### src/rtl/led_cube_pkg.sv
// Shared types and sizes for the LED cube frame buffer.
package led_cube_pkg;

  localparam int BYTES_PER_FRAME = 64;
  localparam int LAYERS          = 8;
  localparam int DATA_W          = 8;
  localparam int BYTES_PER_LAYER = BYTES_PER_FRAME / LAYERS;

  typedef logic [63:0]       layer_t;
  typedef logic [5:0]        byte_idx_t;
  typedef logic [2:0]        layer_idx_t;
  typedef logic [DATA_W-1:0] byte_t;

  localparam byte_idx_t FIRST_IDX = 6'd0;
  localparam byte_idx_t LAST_IDX  = 6'd63;

endpackage

### src/rtl/led_cube_frame_bank.sv
// One 64-byte frame bank held in flops so that reset can clear every LED.
// Single byte write port and a combinational read of one whole layer.
module led_cube_frame_bank
  import led_cube_pkg::*;
(
  input  logic       clk,
  input  logic       rst_n,
  input  logic       we,
  input  byte_idx_t  waddr,
  input  byte_t      wdata,
  input  layer_idx_t layer_idx,
  output layer_t     layer_out
);

  byte_t mem_q [BYTES_PER_FRAME];
  byte_t mem_d [BYTES_PER_FRAME];

  // Next-state of the storage: hold, or replace the addressed byte.
  always_comb begin
    mem_d = mem_q;
    if (we) mem_d[waddr] = wdata;
  end

  // Storage register with synchronous clear.
  always_ff @(posedge clk) begin
    if (!rst_n) begin
      for (int i = 0; i < BYTES_PER_FRAME; i++) mem_q[i] <= '0;
    end else begin
      mem_q <= mem_d;
    end
  end

  // Layer read: lowest-addressed byte of the layer lands in the low bits.
  always_comb begin
    layer_out = '0;
    for (int b = 0; b < BYTES_PER_LAYER; b++) begin
      layer_out[DATA_W*b +: DATA_W] = mem_q[{layer_idx, 3'(b)}];
    end
  end

endmodule

### src/rtl/led_cube_frame_buffer.sv
// Double-buffered frame store between the cube stream controller and the
// layer scanner. Bytes land in the back bank; the back bank becomes the
// front only on a refresh boundary, so the scanner never sees a torn frame.
module led_cube_frame_buffer
  import led_cube_pkg::*;
(
  input  logic        clk,
  input  logic        rst_n,
  input  logic        new_data,
  input  logic [7:0]  data_in,
  input  logic        stream_active,
  input  logic        refresh_done,
  input  logic [2:0]  layer_sel,
  output logic [63:0] layer_data,
  output logic        frame_swapped,
  output logic        frame_pending,
  output logic [7:0]  dropped_frames,
  output logic [7:0]  aborted_frames
);

  byte_idx_t  wr_ptr_q, wr_ptr_d;
  logic       drop_q, drop_d;
  logic       front_sel_q, front_sel_d;
  logic       pending_q, pending_d;
  logic       swapped_q, swapped_d;
  logic       stream_active_q, stream_active_d;
  logic [7:0] dropped_q, dropped_d;
  logic [7:0] aborted_q, aborted_d;
  layer_t     layer_data_q, layer_data_d;

  logic   swap, abort, start_drop, wr_en;
  logic   bank0_we, bank1_we;
  layer_t bank0_layer, bank1_layer;

  // Event decode. A frame-start byte only drops when no swap is about to
  // free the back bank in the same cycle.
  assign swap       = refresh_done && pending_q;
  assign abort      = stream_active_q && !stream_active && (wr_ptr_q != FIRST_IDX);
  assign start_drop = new_data && !abort && !drop_q && (wr_ptr_q == FIRST_IDX)
                      && pending_q && !refresh_done;
  assign wr_en      = new_data && !abort && !drop_q && !start_drop;

  // Write pointer, drop flag, bank select, pending flag and counters.
  always_comb begin
    wr_ptr_d        = wr_ptr_q;
    drop_d          = drop_q;
    front_sel_d     = front_sel_q;
    pending_d       = pending_q;
    dropped_d       = dropped_q;
    aborted_d       = aborted_q;
    swapped_d       = swap;
    stream_active_d = stream_active;

    if (swap) begin
      front_sel_d = ~front_sel_q;
      pending_d   = 1'b0;
    end

    if (abort) begin
      wr_ptr_d = FIRST_IDX;
      drop_d   = 1'b0;
      if (!drop_q && aborted_q != 8'hFF) aborted_d = aborted_q + 8'd1;
    end else if (new_data) begin
      wr_ptr_d = wr_ptr_q + 6'd1;
      if (start_drop) begin
        drop_d = 1'b1;
        if (dropped_q != 8'hFF) dropped_d = dropped_q + 8'd1;
      end else if (drop_q && wr_ptr_q == LAST_IDX) begin
        drop_d = 1'b0;
      end
      if (wr_en && wr_ptr_q == LAST_IDX) pending_d = 1'b1;
    end
  end

  // Writes target the bank that is back after any same-cycle swap.
  assign bank0_we = wr_en && front_sel_d;
  assign bank1_we = wr_en && !front_sel_d;

  led_cube_frame_bank u_bank0 (
    .clk       (clk),
    .rst_n     (rst_n),
    .we        (bank0_we),
    .waddr     (wr_ptr_q),
    .wdata     (data_in),
    .layer_idx (layer_sel),
    .layer_out (bank0_layer)
  );

  led_cube_frame_bank u_bank1 (
    .clk       (clk),
    .rst_n     (rst_n),
    .we        (bank1_we),
    .waddr     (wr_ptr_q),
    .wdata     (data_in),
    .layer_idx (layer_sel),
    .layer_out (bank1_layer)
  );

  // Front-bank layer mux feeding the output register.
  always_comb begin
    layer_data_d = front_sel_q ? bank1_layer : bank0_layer;
  end

  // Control and output registers with synchronous reset.
  always_ff @(posedge clk) begin
    if (!rst_n) begin
      wr_ptr_q        <= FIRST_IDX;
      drop_q          <= 1'b0;
      front_sel_q     <= 1'b0;
      pending_q       <= 1'b0;
      swapped_q       <= 1'b0;
      stream_active_q <= 1'b0;
      dropped_q       <= '0;
      aborted_q       <= '0;
      layer_data_q    <= '0;
    end else begin
      wr_ptr_q        <= wr_ptr_d;
      drop_q          <= drop_d;
      front_sel_q     <= front_sel_d;
      pending_q       <= pending_d;
      swapped_q       <= swapped_d;
      stream_active_q <= stream_active_d;
      dropped_q       <= dropped_d;
      aborted_q       <= aborted_d;
      layer_data_q    <= layer_data_d;
    end
  end

  assign layer_data     = layer_data_q;
  assign frame_swapped  = swapped_q;
  assign frame_pending  = pending_q;
  assign dropped_frames = dropped_q;
  assign aborted_frames = aborted_q;

endmodule
### config.mk
export PLATFORM = sky130hd
export DESIGN_NAME = led_cube_frame_buffer
export DESIGN_NICKNAME = d
export VERILOG_FILES = /design/src/rtl/led_cube_pkg.sv /design/src/rtl/led_cube_frame_bank.sv /design/src/rtl/led_cube_frame_buffer.sv
export SDC_FILE = /design/constraint.sdc
export NUM_CORES = 2
export LEC_CHECK = 0
export CAP_MARGIN = 20
export CORE_MARGIN = 2
export CORE_UTILIZATION = 50
export DETAILED_ROUTE_END_ITERATION = 8
export PLACE_DENSITY = 0.75
export SKIP_LAST_GASP = 1
export SYNTH_ARGS = -nofsm -noshare
export SYNTH_HDL_FRONTEND = slang
export SYNTH_SLANG_ARGS = --single-unit
export TNS_END_PERCENT = 50
### constraint.sdc
create_clock -name clk -period 2.8 [get_ports clk]
set_clock_uncertainty 0.15 [all_clocks]
set_input_delay 0.56 -clock clk [delete_from_list [all_inputs] [get_ports clk]]
set_output_delay 0.56 -clock clk [all_outputs]
set_load 0.05 [all_outputs]
==> qor.yml <==
layout:
  area_delta_synth_final_pct: 19.1
  fillers: 7457
  layout_common_cells: "dfxtp_1, nand2_1, mux2i_1"
  stdcell_count: 6006
  fin_util_pct: 60.2
  multi_input_area_mm2: 0.0241
  regArea_mm2: 0.0223
  nets: 4672
  final_common_cell: "dfxtp_1"
  drive_gt1_share_pct: 18.4
  design_area_mm2: 0.0572
worst_setup_path:
  r2r_cells: 7
  arrival_ns: 1.98
  path_cells: "buf_4 > clkdlybuf4s50_1"
  crit_path_end_kind: "output pin"
  critPathKind: "reg2out"
  cp-start-kind: "flop"
  cpPeakStageDelay_ns: 0.81
  cpMaxStageDelayCell: "clkdlybuf4s50_1"
  crit_fanout: 5
  crit_required_ns: 2.09
pwr:
  sequentialPowerShare_pct: 47.6
  vdd_drop_max_uv: 408
  p_leak_nw: 22.5
  p_sw_w: 0.00771
  clock_power_share_pct: 46.8
  powerDensity_mw_per_mm2: 585
  power.internal_w: 0.0258
  sw_frac_of_total_pct: 23.0
  combPwrFrac_pct: 5.6
floorplanning:
  coreArea_mm2: 0.0950
  num_rows: 113
  die-height_um: 314
  ioPinCount: 98
  dieArea_mm2: 0.0985
  die_x_um: 314
  start_util_pct: 50.5
logic_synthesis:
  synth_area_mm2: 0.0480
  synth_ff_type: "dfxtp_1"
  ys_ff_latch: 1115
  synth_fp_nets: 4538
  syn_area_per_cell_um2: 10.6
  ys_async_sr_fraction_pct: 0
  synth-edff-count: 0
  ys_seq_area_share_pct: 46.5
  synthDistinctLibCells: 55
  synth_warnings: 0
  synthCells: 4518
timing:
  rsz0062_at_grt: "false"
  finalMaxSlewViolations: 0
  setup_viol: 0
  fmax_mhz: 372
  finalHoldViolCount: 0
  period_share_pct: 96.1
  period_minus_slack_ns: 2.69
  max_slew_margin_pct: 34.1
  worst_slew_pin_slew_ns: 0.987
global_route:
  grt-ovfl-total: 0
  grt_max_degree: 202
  grt_pass1_vias: 34800
  grt_pass1_wl_um: 200000
  grt.total_usage_pct: 25.8
  antenna_found_initial: 4
placed_design:
  dpl-instance-area_mm2: 0.0533
  gp_congestion: 0.873
  portBuffers: 97
  dp_cells: 5805
  dp_hpwl_um: 82000
min_path:
  whs_path_depth: 2
  hold_class: "reg2reg"
clocking:
  cts_resized: 0
  cts_buffer_depth: 3
  clock-sinks: 1115
  ctsHoldBuffers: 0
  clkSlewWorstSetupHoldPaths_ns: 0.06
  root_buffer: "clkbuf_16"
  cts_made_buffers: 110
  post_cts_buffers: 0
  cts_tree: "done"
  htreeDepth: 3
  clock_latency_ns: 0.70
flow_run:
  drv_cap: 0
status:
  status: "finished, final reports clean"
routing:
  drt_wl_total_um: 129000
  wire_per_inst_um: 21.5
  vias: 34900
  drc: 0
  ant_nets: 0
  vias_per_cell: 5.81
  drtIter0Drc: 2962
  dr.pass1.iters: 5
[metal layers]
layer / track usage (%) / up-vias / routed length (um)
li1: - / 16100 / -
met1: 34.5 / 17500 / 55500
met2: 42.2 / 1070 / 61100
met3: 4.37 / 207 / 8590
met4: 8.92 / 0 / 3740
met5: 0 / - / 0
[power by group through the flow]
stage / clock [W] / sequential, W / combinational [W]
after global routing: 0.0165 / 0.0159 / 0.00197
after floorplan: 0 / 0.0163 / 0.00114
after global placement: 0 / 0.0163 / 0.00185
final: 0.0157 / 0.0159 / 0.00189
after detailed placement: 0 / 0.0163 / 0.00186
after CTS: 0.0159 / 0.0159 / 0.00187
[logic make-up (layout without fill, tap and decap cells)]
family / count (synthesis) / in the layout / synth area share, %
AND/OR/NAND/NOR: 1435 / 1435 / 14.3
multiplexers: 1250 / 1250 / 31.5
flip-flops: 1115 / 1115 / 46.5
buffers and inverters: 404 / 626 / 3.46
AO/OA/AOI/OAI: 299 / 299 / 3.84
XOR/XNOR: 11 / 11 / 0.201
adder cells (fa/ha/maj): 4 / 4 / 0.104
other: 0 / 1 / 0
[flip-flops by register name (all words and copies together) (netlist names), 6 cells and up]
signal          count
aborted_frames      8
u_bank1.mem_q     512
wr_ptr_q            6
u_bank0.mem_q     512
dropped_frames      8
layer_data         64
[area by class of cell]
type / instances / area share, %
tap: 1265 / 2.77
clock inverter: 42 / 1.07
sequential: 1115 / 39.0
multi-input combinational: 2999 / 42.2
timing repair buffer: 410 / 9.16
antenna: 1 / 0.00438
clock buffer: 158 / 5.64
inverter: 16 / 0.105
[final timing paths]
check / start / endpoint / slack (ns)
min reg2reg: u_bank1.mem_q[202] / u_bank1.mem_q[202] / 0.30
min: u_bank1.mem_q[202] / u_bank1.mem_q[202] / 0.30
max reg2reg: wr_ptr_q[3] / u_bank1.mem_q[141] / 0.22
max: frame_pending / frame_pending / 0.11
[critical path: cells and delay by family, from the launching register on]
family,cells,cell delay (ns)
buffers and inverters,2,0.96
DFF,1,0.32
[through the flow]
stage,setup slack (ns),TNS [ns],hold slack [ns],power (W)
final,0.111,0,0.302,0.0335
after global routing,0.0826,0,0.313,0.0343
after CTS,0.0734,0,0.275,0.0336
after detailed placement,-0.373,-207.52,0.295,0.0181
after global placement,-0.344,-189.09,0.288,0.0181
after floorplan,0.234,0,0.281,0.0174
[synthesized netlist by cell type, types with 2 or more instances]
master	n	share of area [%]
xor2_1	3	0.055
mux4_2	207	9.7
buf_6	6	0.14
nand2_1	1070	8.4
o21ai_0	150	1.6
a21o_1	2	0.031
inv_1	16	0.13
clkbuf_1	285	2.2
a22oi_1	71	1.1
nor4b_1	2	0.037
buf_1	34	0.27
a32oi_1	9	0.16
nor4_1	6	0.078
nand4_1	13	0.17
o211ai_1	31	0.48
nand2_4	2	0.047
and3b_1	2	0.037
mux2i_1	1012	21
nor2b_1	6	0.078
ha_1	4	0.10
o22ai_1	10	0.13
or3_1	14	0.18
mux2_2	31	0.73
nor2_1	41	0.32
nor4_4	2	0.089
dfxtp_1	1115	47
nand3_2	30	0.63
buf_4	8	0.13
buf_2	55	0.57
a211oi_1	2	0.031
nand3_1	137	1.4
nor3_4	69	2.3
nor3_1	11	0.11
a21oi_1	17	0.18
xnor2_1	8	0.15
nand2b_1	8	0.10
and2_1	3	0.039
and3_1	5	0.065
nand2_2	5	0.065
No activity file was read; power rests on OpenSTA's default activity.
